[src/rtl/approx_mul_error_monitor.sv]
// Exhaustive on-chip checker for a small approximate unsigned multiplier:
// sweeps every input vector, compares against the exact product, accumulates error statistics.
//
// state | meaning
// IDLE  | waiting for start, statistics hold last (possibly partial) values
// RUN   | driving vectors and sampling dut_out after DUT_LAT settle cycles
// DONE  | sweep complete, statistics frozen and valid
module approx_mul_error_monitor #(
    parameter int WA      = 2,
    parameter int WB      = 2,
    parameter int OUT_W   = 4,
    parameter int ET      = 2,
    parameter int DUT_LAT = 0,
    localparam int IN_W   = WA + WB
) (
    input  logic                  clk,
    input  logic                  rst,
    input  logic                  start,
    input  logic                  abort,
    output logic [IN_W-1:0]       stim,
    input  logic [OUT_W-1:0]      dut_out,
    output logic                  busy,
    output logic                  done,
    output logic                  pass,
    output logic [OUT_W-1:0]      max_err,
    output logic [IN_W:0]         err_cnt,
    output logic [IN_W:0]         viol_cnt,
    output logic [OUT_W+IN_W-1:0] err_sum,
    output logic [IN_W-1:0]       first_viol
);

    typedef enum logic [1:0] {
        S_IDLE = 2'd0,
        S_RUN  = 2'd1,
        S_DONE = 2'd2
    } state_t;

    localparam logic [3:0]       LAT_V = 4'(DUT_LAT);
    localparam logic [OUT_W-1:0] ET_V  = OUT_W'(ET);

    state_t                  state_q, state_d;
    logic [IN_W-1:0]         vec_q, vec_d;
    logic [3:0]              hold_q, hold_d;
    logic [OUT_W-1:0]        max_err_q, max_err_d;
    logic [IN_W:0]           err_cnt_q, err_cnt_d;
    logic [IN_W:0]           viol_cnt_q, viol_cnt_d;
    logic [OUT_W+IN_W-1:0]   err_sum_q, err_sum_d;
    logic [IN_W-1:0]         first_viol_q, first_viol_d;

    logic [WA-1:0]           op_a;
    logic [WB-1:0]           op_b;
    logic [IN_W-1:0]         prod;
    logic [OUT_W-1:0]        exact;
    logic [OUT_W-1:0]        err;
    logic                    is_err;
    logic                    is_viol;
    logic                    sample;
    logic                    last_vec;

    // Error datapath works on the vector currently driven; the DUT is combinational on stim.
    always_comb begin
        op_a    = vec_q[WA-1:0];
        op_b    = vec_q[IN_W-1:WA];
        prod    = IN_W'(op_a) * IN_W'(op_b);
        exact   = OUT_W'(prod);
        err     = (dut_out >= exact) ? (dut_out - exact) : (exact - dut_out);
        is_err  = (err != '0);
        is_viol = (err > ET_V);
    end

    assign sample   = (state_q == S_RUN) && (hold_q == LAT_V);
    assign last_vec = (vec_q == {IN_W{1'b1}});

    always_comb begin
        state_d      = state_q;
        vec_d        = vec_q;
        hold_d       = hold_q;
        max_err_d    = max_err_q;
        err_cnt_d    = err_cnt_q;
        viol_cnt_d   = viol_cnt_q;
        err_sum_d    = err_sum_q;
        first_viol_d = first_viol_q;

        case (state_q)
            S_IDLE, S_DONE: begin
                if (start) begin
                    state_d      = S_RUN;
                    vec_d        = '0;
                    hold_d       = '0;
                    max_err_d    = '0;
                    err_cnt_d    = '0;
                    viol_cnt_d   = '0;
                    err_sum_d    = '0;
                    first_viol_d = '0;
                end
            end
            S_RUN: begin
                if (abort) begin
                    state_d = S_IDLE;
                    vec_d   = '0;
                    hold_d  = '0;
                end else if (sample) begin
                    if (err > max_err_q)
                        max_err_d = err;
                    err_sum_d = err_sum_q + (OUT_W+IN_W)'(err);
                    err_cnt_d = err_cnt_q + (IN_W+1)'(is_err);
                    if (is_viol) begin
                        viol_cnt_d = viol_cnt_q + 1'b1;
                        if (viol_cnt_q == '0)
                            first_viol_d = vec_q;
                    end
                    // Last vector keeps stim parked on it through DONE.
                    if (last_vec) begin
                        state_d = S_DONE;
                    end else begin
                        vec_d  = vec_q + 1'b1;
                        hold_d = '0;
                    end
                end else begin
                    hold_d = hold_q + 1'b1;
                end
            end
            default: begin
                state_d = S_IDLE;
                vec_d   = '0;
                hold_d  = '0;
            end
        endcase
    end

    always_ff @(posedge clk or posedge rst) begin
        if (rst) begin
            state_q      <= S_IDLE;
            vec_q        <= '0;
            hold_q       <= '0;
            max_err_q    <= '0;
            err_cnt_q    <= '0;
            viol_cnt_q   <= '0;
            err_sum_q    <= '0;
            first_viol_q <= '0;
        end else begin
            state_q      <= state_d;
            vec_q        <= vec_d;
            hold_q       <= hold_d;
            max_err_q    <= max_err_d;
            err_cnt_q    <= err_cnt_d;
            viol_cnt_q   <= viol_cnt_d;
            err_sum_q    <= err_sum_d;
            first_viol_q <= first_viol_d;
        end
    end

    assign stim       = vec_q;
    assign busy       = (state_q == S_RUN);
    assign done       = (state_q == S_DONE);
    assign pass       = (state_q == S_DONE) && (viol_cnt_q == '0);
    assign max_err    = max_err_q;
    assign err_cnt    = err_cnt_q;
    assign viol_cnt   = viol_cnt_q;
    assign err_sum    = err_sum_q;
    assign first_viol = first_viol_q;

endmodule

[config.mk]
export PLATFORM = sky130hd
export DESIGN_NAME = approx_mul_error_monitor
export DESIGN_NICKNAME = d
export VERILOG_FILES = /design/src/rtl/approx_mul_error_monitor.sv
export SDC_FILE = /design/constraint.sdc
export NUM_CORES = 1
export LEC_CHECK = 0
export CAP_MARGIN = 40
export CORE_MARGIN = 2
export CORE_UTILIZATION = 54
export DETAILED_ROUTE_END_ITERATION = 12
export HOLD_SLACK_MARGIN = 0.1
export PLACE_DENSITY = 0.81
export SLEW_MARGIN = 20
export SYNTH_ARGS = -nofsm -noshare
export SYNTH_HDL_FRONTEND = slang
export SYNTH_SLANG_ARGS = --single-unit
[constraint.sdc]
create_clock -name clk -period 4.85 [get_ports clk]
set_input_delay 0.97 -clock clk [delete_from_list [all_inputs] [get_ports clk]]
set_output_delay 0.97 -clock clk [all_outputs]
set_load 0.1 [all_outputs]
-- Word-level counts from Yosys, hierarchy flattened
Cells that the tools add are included.
- bits in registers: 36
- output and inout bits: 33
- bits of input ports: 8
- word-level logic and storage cells: 83
- equality and inequality tests: 13
- $mul: 1
- reduce and logical (&&, ||, !) cells: 15
- order comparisons: 3
- add/sub/neg operators: 7
- multiplexer cells: 36
- operators with widths (cell ; count):
    4-bit two-way mux ; 15
    4-bit one-hot mux with 2 select lines ; 4
    5-bit two-way mux ; 6
    8-bit two-way mux ; 3
    5-bit one-hot mux with 2 select lines ; 2
    8-bit one-hot mux with 2 select lines ; 1
    5-bit AND reduction ; 2
    4-bit by 1-bit adder with 4-bit output (second input constant) ; 2
    8-bit by 4-bit adder with 8-bit output ; 1
    2-bit two-way mux ; 4
    2-bit by 1-bit != test with 1-bit output (second input constant) ; 4
    4-bit subtractor ; 2
    3-bit by 2-bit != test with 1-bit output (second input constant) ; 2
    3-bit AND reduction ; 2
    6-bit AND reduction ; 1
    5-bit by 1-bit adder with 5-bit output ; 1
    5-bit by 1-bit adder with 5-bit output (second input constant) ; 1
    5-bit zero test ; 1
    4-bit == test (second input constant) ; 1
    4-bit >= comparator ; 1
    4-bit by 2-bit > comparator with 1-bit output (second input constant) ; 1
    4-bit > comparator ; 1
    4-bit zero test ; 1
    2-bit by 2-bit multiplier with 4-bit output ; 1
    13 further kinds ; 15

-- Depth between registers and ports, before layout
- word-level depth: 8
- depth in mapped cells: 17
- depth with buffers taken out: 16

-- Least setup slack after synthesis
OpenSTA, ideal clock, no wires.
- path kind: reg-to-reg
- from: register vec_q[1], in the netlist stim[1]
- to: register max_err_q[1], in the netlist max_err[1]
- setup slack: 0.805 ns
- stages on the path, launching flop included: 17
- period minus slack after synthesis: 4.045 ns
- data arrival time: 3.965 ns
- buffers on the path: 1
- required time: 4.770 ns
- library setup time: 0.080 ns
- cell sequence: dfrtp_1 > and2_1 > ha_1 > ha_1 > ha_1 > buf_4 > a21oi_2 > a221oi_1 > a2111oi_2 > nor2_1 > inv_1 > ha_1 > nand2_1 > nand2_1 > and3_1 > o31ai_4 > mux2i_1
- word-level cells in the longest chain between the ends: 7
- elaborated cells on any way between the ends: 12
- those cells by class: 2 x add/sub; 1 x mul; 2 x order compare; 1 x eq/ne; 5 x mux; 1 x reduce/logical
- ends and longest elaborated chain (item ; line ; text):
    from (decl) ; 42 ; logic [IN_W-1:0] vec_q, vec_d;
    from (signal assigned) ; 143 ; vec_q <= vec_d;
    2-bit by 2-bit multiplier with 4-bit output * ; 64 ; prod = IN_W'(op_a) * IN_W'(op_b);
    4-bit subtractor / 4-bit >= comparator (equally long branches) ; 66 ; err = (dut_out >= exact) ? (dut_out - exact) : (exact - dut_out);
    4-bit two-way mux * ; 66 ;
    parallel branches: the longest is 4 deep, another holds 4-bit > comparator ; - ;
    to (signal assigned) ; 145 ; max_err_q <= max_err_d;
    to (decl) ; 44 ; logic [OUT_W-1:0] max_err_q, max_err_d;
Every way passes the cells marked *. The select of a mux whose other input is x is not followed.
A chain may end at the register's enable or synchronous reset.

-- Worst setup path after layout
- from: input port dut_out[0]
- to: register max_err_q[2], in the netlist max_err[2]
- word-level cells in the longest chain between the ends: 6
- elaborated cells on any way between the ends: 11
- those cells by class: 2 x add/sub; 2 x order compare; 1 x eq/ne; 5 x mux; 1 x reduce/logical
- ends and longest elaborated chain (item ; line ; text):
    from (decl) ; 21 ; input logic [OUT_W-1:0] dut_out,
    4-bit subtractor / 4-bit >= comparator (equally long branches) ; 66 ;
    4-bit two-way mux * ; 66 ;
    parallel branches: the longest is 4 deep, another holds 4-bit > comparator ; - ;
Marks and branches as above.

==> impl_metrics.ini <==
[logic_synthesis]
synth_top_area_share_pct = 35.82
netlist_area_mm2 = 0.002515
synthTopCellsByArea = dfrtp_1 (36%), ha_1 (11%), nand2_1 (5.1%)
yosys_warnings = 0
ys.flop_type = dfrtp_1
synthArstFlopShare_pct = 100.0
synth_seq_cells = 36
yosysSeqAreaShare_pct = 35.82
yosysUniqueCellTypes = 59
synth_edf_count = 0
syn_area_per_cell_um2 = 9.314
synth_area_leader_cell = dfrtp_1
netlist_instances = 270
syn_nets = 303

[layout]
final_nets = 378
layout.cells.non_filler = 398
area_growth_syn_to_layout_pct = 40.85
fillCellCount = 281
antenna_cells = 0
layout-drive-gt1-share_pct = 16.18
final_cell_mix = clkdlybuf4s50_1 (40), dfrtp_1 (36), nand2_1 (34), buf_8 (33), inv_1 (24)
final_common_cell = clkdlybuf4s50_1

[clock_tree]
postCtsHoldBufs = 0
cts_root_buf = clkbuf_8
cts_tree = built
clock_path_buffers = 2
cts_buffers = 5
clock_latency_ps = 290
clkSlewWorstSetupHoldPaths_ps = 70
cts_setup_buffers = 0
cts.sinks = 36
h-tree-depth = 2
cts_resized = 0

[floorplan]
die_h_um = 72.25
io_pins = 41
start_util_pct = 56.97
core.rowCount = 24
die_w_um = 72.25
dieArea_mm2 = 0.005219
core_mm2 = 0.004414

[worst_setup_path]
cp_data_arrival_time_ps = 4390
cp_num_buf_inv = 3
critPathKind = input pin to flip-flop
end_kind = flip-flop
max_stage_delay_ps = 480
crit_path_top_delay_cell = clkdlybuf4s50_1
cp_max_fo = 4
reg2reg_from = stim[3]
cp.required_ps = 5060
critPathTopFamily = compound AO/OA/AOI/OAI gates
startpoint_type = input pin
cp_cell_sequence = clkdlybuf4s50_1 -> inv_1 -> ha_1 -> fa_1 -> a21bo_1 -> a221oi_1 -> a2111oi_2 -> nor2_1 -> inv_1 -> ha_1 -> nand2_1 -> nand2_1 -> and3_1 -> o31ai_4 -> mux2i_1
cp-startpoint = dut_out[0]

[min_path]
min-delay-start = first_viol[0]
worstHoldPathType = flip-flop to flip-flop

[sta]
clock.fmax_mhz = 239.4
finalSetupTns_ps = 0
final.min_clock_period_ps = 4176
min_period_over_period_pct = 86.11
finalHoldViolCount = 0
drv_slew = 0
worst_pin_slew_ps = 810.6
skew_ps = 5.912
grt_setup_unrepaired = false
max_slew_margin_pct = 45.85
setup_viol = 0

[drt]
wirelength_mm = 6.982
postRouteAntennaNets = 0
drt-vias-per-instance = 5.915
first_pass_iters = 6
routed-via-count = 2354
wl_per_cell_um = 17.54
drt_iter0_drc = 120
drc = 0

[grt]
grt_pass1_wl_mm = 11.61
grt_util_all_layers_pct = 28.92
antenna_found_initial = 0
grt_max_degree = 37
overflow = 0
grt_pass1_vias = 2478

[job]
drv_cap = 0

[power_and_ir_drop]
leakagePower_nw = 1.657
clockPowerShare_pct = 14.3
ir_worst_vdd_mv = 0.2376
seqPwrFrac_pct = 25.9
combPwrFrac_pct = 59.8
p_int_uw = 798.6
p_per_area_mw_per_mm2 = 444.8
p_sw_share_pct = 49.31
switchingPower_uw = 776.9

[placed_design]
place_congestion = 0.8491
place_inst = 390
port_buffers = 40
hpwl_mm = 5.137

[outcome]
status = completed
[through the flow]
stage                     hold slack (ps)  instance area, µm²  setup WS (ps)  utilization [%]  total power [mW]
after floorplan                     542.4                2515          805.2                -            0.9937
after global placement              497.4                2957          531.1            66.98             1.151
after detailed placement            499.1                3452          384.8            78.20             1.342
after CTS                           519.2                3542          669.2            80.24             1.574
after global routing                529.2                3542          409.3            80.24             1.638
final                               512.3                3542          673.7            80.24             1.575
[cell type report]
class                           instances  area, µm²  share of cell area (%)
Sequential cell                        36      900.9                   25.43
Clock buffer                            8      90.09                   2.543
Inverter                               24      90.09                   2.543
Multi-Input combinational cell        203       1485                   41.93
Timing Repair Buffer                   75      910.9                   25.72
Tap cell                               52      65.06                   1.837
[cell usage after synthesis, drive strengths merged (3+ instances only)]
library cell  instances
mux2i                 6
o21a                  4
clkbuf                3
and2                  7
nand4                 8
inv                  24
o31ai                 4
nand3                14
a21oi                 8
ha                   23
o211ai                3
a22o                  4
nor3b                 4
o21ai                16
nand2                34
buf                   4
nor2                 17
a31oi                 4
xnor2                 7
dfrtp                36
xor2                  3
[logic make-up (layout without fill, tap and decap cells)]
| kind of cell | Yosys count | count (layout) | synth area share (%) |
|---|---|---|---|
| flip-flops | 36 | 36 | 35.82 |
| XOR/XNOR | 10 | 10 | 3.483 |
| AND/OR/NAND/NOR | 105 | 105 | 23.13 |
| buffers and inverters | 31 | 107 | 5.124 |
| multiplexers | 6 | 6 | 2.388 |
| AO/OA/AOI/OAI | 57 | 57 | 17.01 |
| adder cells (fa/ha/maj) | 25 | 25 | 13.04 |
[registers in the layout (all words and copies together), names as in the netlist]
name,flops
max_err,4
err_sum,8
err_cnt,5
stim,4
state_q,2
first_viol,4
viol_cnt,5
hold_q,4
[worst register-to-register path, stage by stage (launching register included)]
cell and delay, ps:
dfrtp_1 460, and2_1 200, ha_1 190, ha_1 290, ha_1 460, nand3b_1 150, a221oi_1 340, a2111oi_2 120
nor2_1 230, inv_1 110, ha_1 380, nand2_1 70, o31ai_1 430, a31oi_1 170, o21a_1 200
[metal layers]
layer / vias to the layer above / track usage (%) / part of all wire [%]
li1: 1107 / - / -
met1: 1145 / 30.56 / 38
met2: 82 / 54.13 / 54
met3: 20 / 7.222 / 4.9
met4: 0 / 11.95 / 2.7
met5: - / 0 / 0
[final timing paths]
kind	end	slack [ps]	cells after the start
setup / recovery	max_err[2]	670	15
setup reg to reg	err_sum[5]	950	14
hold reg to reg	first_viol[0]	510	1
max in group asynchronous	state_q[0]	3390	3
hold / removal	first_viol[0]	510	1
min in group asynchronous	err_cnt[2]	1130	3
[power by group through the flow]
stage	sequential, mW	clock, mW	combinational, mW
global placement	0.407	0	0.745
detailed placement	0.410	0	0.932
global route	0.415	0.239	0.984
finish	0.408	0.225	0.942
CTS	0.407	0.224	0.943
floorplan	0.744	0	0.250
Power figures use the tool's default switching activity.
